### config.mk
export PLATFORM = sky130hd
export DESIGN_NAME = div_seq_arb_flat
export DESIGN_NICKNAME = d
export VERILOG_FILES = /design/src/rtl/div_seq_arb_if.sv /design/src/rtl/div_seq_arb.sv /design/src/flat_wrapper.sv
export SDC_FILE = /design/constraint.sdc
export NUM_CORES = 1
export LEC_CHECK = 0
export CELL_PAD_IN_SITES_DETAIL_PLACEMENT = 1
export CELL_PAD_IN_SITES_GLOBAL_PLACEMENT = 1
export CORE_MARGIN = 2
export CORE_UTILIZATION = 30
export DETAILED_ROUTE_END_ITERATION = 7
export PLACE_DENSITY_LB_ADDON = 0.1
export SLEW_MARGIN = 15
export SYNTH_ARGS = -nofsm -noshare
export SYNTH_HDL_FRONTEND = slang
export SYNTH_SLANG_ARGS = --single-unit
### constraint.sdc
create_clock -name clk -period 2.9 [get_ports clk]
set_input_delay 0.435 -clock clk [delete_from_list [all_inputs] [get_ports clk]]
set_output_delay 0.435 -clock clk [all_outputs]
set_load 0.02 [all_outputs]
### src/rtl/div_seq_arb_if.sv
// Request/response bundle for the shared divider: two requesters in, one result channel out.
// The divider uses the slave modport; requesters and the result consumer use master.
interface div_seq_arb_if #(parameter int N = 16);
    logic         req0_valid;
    logic         req0_ready;
    logic [N-1:0] req0_dividend;
    logic [N-1:0] req0_divisor;
    logic         req1_valid;
    logic         req1_ready;
    logic [N-1:0] req1_dividend;
    logic [N-1:0] req1_divisor;
    logic         rsp_valid;
    logic         rsp_ready;
    logic         rsp_id;
    logic [N-1:0] rsp_quot;
    logic [N-1:0] rsp_rem;
    logic         rsp_dbz;

    modport slave (
        input  req0_valid, req0_dividend, req0_divisor,
        input  req1_valid, req1_dividend, req1_divisor,
        input  rsp_ready,
        output req0_ready, req1_ready,
        output rsp_valid, rsp_id, rsp_quot, rsp_rem, rsp_dbz
    );

    modport master (
        output req0_valid, req0_dividend, req0_divisor,
        output req1_valid, req1_dividend, req1_divisor,
        output rsp_ready,
        input  req0_ready, req1_ready,
        input  rsp_valid, rsp_id, rsp_quot, rsp_rem, rsp_dbz
    );
endinterface

### src/rtl/div_seq_arb.sv
// Shared round-robin arbitrated restoring divider, one quotient bit per cycle.
// Latency: N CALC cycles after accept (divide-by-zero: result right after accept).
// Backpressure: result held in DONE until rsp_ready; no request accepted outside IDLE.
module div_seq_arb #(
    parameter int N = 16
) (
    input  logic          clk,
    input  logic          rst,
    div_seq_arb_if.slave  bus,
    output logic          busy
);
    localparam int CW = (N > 2) ? $clog2(N) : 1;
    localparam logic [CW-1:0] CNT_LAST = CW'(N - 1);

    typedef enum logic [1:0] {IDLE, CALC, DONE} state_t;

    state_t        state;
    logic [N-1:0]  q;
    logic [N-1:0]  d;
    // Partial remainder always ends below the divisor, so N bits hold it; the
    // extra sign bit only exists in the trial subtraction below.
    logic [N-1:0]  r;
    logic [CW-1:0] cnt;
    logic          last;
    logic          id;

    logic          grant;
    logic          rdy0;
    logic          rdy1;
    logic          accept;
    logic [N-1:0]  acc_dividend;
    logic [N-1:0]  acc_divisor;
    logic [N:0]    shifted;
    logic [N:0]    trial;
    logic [N-1:0]  r_nxt;
    logic [N-1:0]  q_nxt;

    always_comb begin
        grant = 1'b0;
        if (bus.req0_valid && bus.req1_valid)
            grant = ~last;
        else if (bus.req1_valid)
            grant = 1'b1;
    end

    assign rdy0           = (state == IDLE) && bus.req0_valid && !grant;
    assign rdy1           = (state == IDLE) && bus.req1_valid && grant;
    assign bus.req0_ready = rdy0;
    assign bus.req1_ready = rdy1;
    assign accept         = rdy0 || rdy1;
    assign acc_dividend   = grant ? bus.req1_dividend : bus.req0_dividend;
    assign acc_divisor    = grant ? bus.req1_divisor  : bus.req0_divisor;

    assign shifted = {r, q[N-1]};
    assign trial   = shifted - {1'b0, d};
    assign r_nxt   = trial[N] ? shifted[N-1:0] : trial[N-1:0];
    assign q_nxt   = {q[N-2:0], ~trial[N]};

    always_ff @(posedge clk or posedge rst) begin
        if (rst) begin
            state        <= IDLE;
            q            <= '0;
            d            <= '0;
            r            <= '0;
            cnt          <= '0;
            last         <= 1'b1;
            id           <= 1'b0;
            busy         <= 1'b0;
            bus.rsp_valid <= 1'b0;
            bus.rsp_id   <= 1'b0;
            bus.rsp_quot <= '0;
            bus.rsp_rem  <= '0;
            bus.rsp_dbz  <= 1'b0;
        end else begin
            case (state)
                IDLE: begin
                    if (accept) begin
                        q    <= acc_dividend;
                        d    <= acc_divisor;
                        r    <= '0;
                        id   <= grant;
                        last <= grant;
                        busy <= 1'b1;
                        if (acc_divisor == '0) begin
                            state         <= DONE;
                            bus.rsp_valid <= 1'b1;
                            bus.rsp_id    <= grant;
                            bus.rsp_quot  <= '1;
                            bus.rsp_rem   <= acc_dividend;
                            bus.rsp_dbz   <= 1'b1;
                        end else begin
                            state <= CALC;
                            cnt   <= '0;
                        end
                    end
                end
                CALC: begin
                    q   <= q_nxt;
                    r   <= r_nxt;
                    cnt <= cnt + 1'b1;
                    if (cnt == CNT_LAST) begin
                        state         <= DONE;
                        bus.rsp_valid <= 1'b1;
                        bus.rsp_id    <= id;
                        bus.rsp_quot  <= q_nxt;
                        bus.rsp_rem   <= r_nxt;
                        bus.rsp_dbz   <= 1'b0;
                    end
                end
                DONE: begin
                    if (bus.rsp_ready) begin
                        state         <= IDLE;
                        bus.rsp_valid <= 1'b0;
                        busy          <= 1'b0;
                    end
                end
                default: state <= IDLE;
            endcase
        end
    end
endmodule
### src/flat_wrapper.sv
// flat-port wrapper written by rule: the top's interface ports become plain ports
module div_seq_arb_flat 
#(
    parameter int N = 16
)
  (clk, rst, busy, bus_req0_valid, bus_req0_dividend, bus_req0_divisor, bus_req1_valid, bus_req1_dividend, bus_req1_divisor, bus_rsp_ready, bus_req0_ready, bus_req1_ready, bus_rsp_valid, bus_rsp_id, bus_rsp_quot, bus_rsp_rem, bus_rsp_dbz);
  div_seq_arb_if #(.N(N)) bus_i ();
  input  logic clk;
  input  logic rst;
  output logic busy;
  input wire logic [$bits(bus_i.req0_valid)-1:0] bus_req0_valid;
  input wire logic [$bits(bus_i.req0_dividend)-1:0] bus_req0_dividend;
  input wire logic [$bits(bus_i.req0_divisor)-1:0] bus_req0_divisor;
  input wire logic [$bits(bus_i.req1_valid)-1:0] bus_req1_valid;
  input wire logic [$bits(bus_i.req1_dividend)-1:0] bus_req1_dividend;
  input wire logic [$bits(bus_i.req1_divisor)-1:0] bus_req1_divisor;
  input wire logic [$bits(bus_i.rsp_ready)-1:0] bus_rsp_ready;
  output wire logic [$bits(bus_i.req0_ready)-1:0] bus_req0_ready;
  output wire logic [$bits(bus_i.req1_ready)-1:0] bus_req1_ready;
  output wire logic [$bits(bus_i.rsp_valid)-1:0] bus_rsp_valid;
  output wire logic [$bits(bus_i.rsp_id)-1:0] bus_rsp_id;
  output wire logic [$bits(bus_i.rsp_quot)-1:0] bus_rsp_quot;
  output wire logic [$bits(bus_i.rsp_rem)-1:0] bus_rsp_rem;
  output wire logic [$bits(bus_i.rsp_dbz)-1:0] bus_rsp_dbz;
  assign bus_i.req0_valid = bus_req0_valid;
  assign bus_i.req0_dividend = bus_req0_dividend;
  assign bus_i.req0_divisor = bus_req0_divisor;
  assign bus_i.req1_valid = bus_req1_valid;
  assign bus_i.req1_dividend = bus_req1_dividend;
  assign bus_i.req1_divisor = bus_req1_divisor;
  assign bus_i.rsp_ready = bus_rsp_ready;
  assign bus_req0_ready = bus_i.req0_ready;
  assign bus_req1_ready = bus_i.req1_ready;
  assign bus_rsp_valid = bus_i.rsp_valid;
  assign bus_rsp_id = bus_i.rsp_id;
  assign bus_rsp_quot = bus_i.rsp_quot;
  assign bus_rsp_rem = bus_i.rsp_rem;
  assign bus_rsp_dbz = bus_i.rsp_dbz;
  div_seq_arb #(.N(N)) u_core (.clk(clk), .rst(rst), .bus(bus_i), .busy(busy));
endmodule
==> qor.txt <==
Cells after Synth: 603
number of enable flip-flop cells after synthesis: 0
post-synth top area cell: dfrtp_1
WP data arrival: 3.09 ns
Initial Util: 30.6%
cts hold-fix bufs: 0
period utilisation layout: 97.8%
Crit path required time: 3.15 ns
biggest cell delay along the critical path: 0.45 ns
end of the worst register-to-register path: u_core.bus.rsp_rem[1]
clock latency at the later pin of the worst-skew pair: 0.36 ns
vias in the first global route: 4,908
largest net degree at the start of global routing: 93
nets: 803
gr ovfl total: 0
full die area: 18,700 µm²
die width: 137 µm
first-pass GRT wire length: 25,500 µm
core footprint: 17,300 µm²
CTS tree: done
busiest grt layer: met2
MaxCap Viol Count: 0
Final setup violation count: 0
HPWL Detailed: 12,000 µm
Int Pwr: 5840 µW
CTS max path bufs: 2
final clock skew: 0.0118 ns
CP endpoint kind: register
post-synthesis average cell area: 8.79 µm²
CP Launch Type: register
Slew Limit Fails: 0
via count: 4,726
CP max-delay cell: dfrtp_1
PwrDens: 1460 nW/µm²
Peak VDD IR: 446 µV
Rows: 48
port buffer count: 106
dpl ws: -0.0837 ns
synth-to-layout area growth: 36.0%
critical setup path kind: register to register
f_max: 0.353 GHz
area of placed instances: 6700 µm²
root buffer cell: clkbuf_16
yosys warns: 0
Critical Path End: u_core.bus.rsp_rem[1]
Post-Route WL: 16,100 µm
setup TNS: 0 ns
Total GRT Usage: 17.6%
Final Cell Area: 7210 µm²
Max-slew headroom: 55.0%
share of synthesized registers carrying an async set or reset: 100%
ordered cell list for the critical path: ha_1, a21o_1, a211oi_1, a2bb2oi_2, o21ai_2, xnor2_2, buf_4, clkbuf_16, mux2i_4, a211oi_2, a21o_1
Switching Fraction: 44.6%
Flop pwr share: 22.5%
setup ws final: 0.0647 ns
DR DRC count: 0
I/O pin total: 107
drt pass-1 iters: 4
Avg WL per Cell: 17.1 µm
Synth Flop Type: dfrtp_1
syn_nets: 693
share of the synthesized area in the top cell type: 43.0%
total power: 10,600 µW
Synth Cell Area: 5300 µm²
Crit. Startpoint: u_core.r[12]
Worst-path clk slew: 0.07 ns
switching pwr: 4710 µW
clock power share: 12.4%
sequential-to-total area share from yosys stat: 43.5%
RSZ-0062 raised after global routing: yes
iteration-0 DRC count of the detailed router: 192
Synth cell types: 55
static leakage: 0.00330 µW
Final GP Congestion: 0.807
crit-path max FO: 5
die height: 137 µm
R2R Path Start: u_core.r[12]
post-synthesis register bit count: 92
Reg2Reg Depth: 11
post-route minimum period: 2.84 ns
initial antenna violation count: 0
TritonCTS Buffers: 9
clock sink count: 92
GRT met3 Usage: 2.30%
H-tree depth: 3
reg-to-reg slack, setup: 0.06 ns
grt met1 use: 23.0%
Final Hold Vio Count: 0
synth top area cells: dfrtp_1 43%, nand2_1 8.6%, mux2i_1 6.0%
share of cells above drive strength 1: 10.0%
GR Layer Usage met2: 29.7%
most used cell, CP: a21o_1
Comb power frac: 65.1%
status: completed
n_diodes: 0
worst slew pin tran: 0.674 ns
Hold WC Path Type: register to register
post-route ant nets: 0
vias per cell: 5.01
## placed cells by master (no fill, tap or decap), types with 4 or more instances in the layout
| cell | Yosys | routed |
|---|---|---|
| nand2_1 | 122 | 122 |
| clkdlybuf4s50_1 | 0 | 106 |
| dfrtp_1 | 91 | 90 |
| o21ai_0 | 60 | 58 |
| nor2_1 | 36 | 36 |
| mux2i_1 | 32 | 27 |
| inv_1 | 29 | 26 |
| buf_4 | 0 | 21 |
| a21oi_1 | 20 | 20 |
| ha_1 | 20 | 19 |
| a21o_1 | 18 | 18 |
| o31ai_1 | 17 | 17 |
| and3_1 | 17 | 17 |
| a211oi_1 | 14 | 11 |
| clkbuf_16 | 0 | 10 |
| nand3_1 | 8 | 8 |
| nor3_1 | 8 | 8 |
| xnor2_1 | 8 | 8 |
| nor4_1 | 8 | 8 |
| o21a_1 | 5 | 5 |
| o211ai_1 | 5 | 5 |
| buf_12 | 0 | 5 |
| a211oi_2 | 1 | 4 |
| mux2i_4 | 0 | 4 |
## final cells by class
class | count | area (µm²)
clock buffer | 9 | 225
clock inverter | 7 | 98.8
fill | 1981 | 10100
inverter | 29 | 110
multi-input combinational | 447 | 2840
sequential | 92 | 2300
tap | 225 | 282
timing repair buffer | 134 | 1360
## cells by family after synthesis
logic type      after synthesis  synth area share, %
buf+inv                      64                 5.03
compound gates              164                 20.0
mux                          35                 6.75
flops                        92                 43.5
fa+ha+maj                    21                 5.10
simple gates                216                 17.7
xor+xnor                     11                 1.96
## critical path, delay by kind of cell (launching register included)
| family | cells | cell delay, ns |
|---|---|---|
| AO/OA/AOI/OAI | 6 | 1.05 |
| flip-flops | 1 | 0.45 |
| adder cells (fa/ha/maj) | 1 | 0.40 |
| XOR/XNOR | 1 | 0.27 |
| buffers and inverters | 2 | 0.32 |
| multiplexers | 1 | 0.25 |
## worst min-delay path by stage
stage,start,slack (ns),end,cells past startpoint
4_1_cts,u_core.bus.rsp_quot[6],0.49,u_core.bus.rsp_quot[6],2
6_report,u_core.bus.rsp_quot[2],0.48,u_core.bus.rsp_quot[2],2
2_1_floorplan,u_core.q[10],0.45,u_core.q[10],2
5_1_grt,u_core.bus.rsp_rem[4],0.50,u_core.bus.rsp_rem[4],1
3_5_place_dp,u_core.bus.rsp_quot[6],0.47,u_core.bus.rsp_quot[6],2
3_3_place_gp,u_core.q[7],0.46,u_core.q[7],2
## flip-flops by register name (all words and copies together) (netlist names)
signal and count:
u_core.bus.rsp_rem 16, u_core.last 1, u_core.busy 1, u_core.state 2, u_core.r 16, u_core.bus.rsp_dbz 1
u_core.id 1, u_core.cnt 4, u_core.d 16, u_core.bus.rsp_valid 1, u_core.bus.rsp_quot 16, u_core.q 16
u_core.bus.rsp_id 1
## Yosys cell counts, drive strengths merged (5+ instances only)
cell type / number
dfrtp: 91
o21ai: 63
inv: 29
o31ai: 17
a211oi: 15
nand3: 8
nor3: 8
xnor2: 9
clkbuf: 20
ha: 20
nor4: 8
mux2i: 32
o211ai: 5
nand2: 122
buf: 15
and3: 17
o21a: 5
nor2: 36
a21oi: 20
a21o: 18
## per-stage QoR
stage                     utilization (%)  hold WS (ns)  std cells
after floorplan                         -         0.449        603
after global placement               38.7         0.461        920
after detailed placement             38.7         0.471        920
after CTS                            40.7         0.487        936
after global routing                 41.7         0.501        943
final                                41.7         0.479        943
## power by group through the flow
stage	registers [µW]	logic, µW	clock network, µW
6_report	2380	6870	1310
5_1_grt	2460	7560	1400
4_1_cts	2360	6210	1350
3_5_place_dp	2380	6150	0
3_3_place_gp	2370	5990	0
2_1_floorplan	2550	3900	0
## per-layer routing
metal	vias to the layer above	wire, µm
li1	2329	-
met1	2297	7510
met2	89	7730
met3	11	638
met4	0	250
met5	-	0
## what timing repair did
item / in CTS / in global routing
endpoints found under the hold margin: 0 / 0
gates cloned: 0 / 1
resized for setup: 2 / 22
pin swaps: 0 / 8
endpoints found under the setup margin: 8 / 22
buffers inserted: 0 / 6
Power figures use the tool's default switching activity.
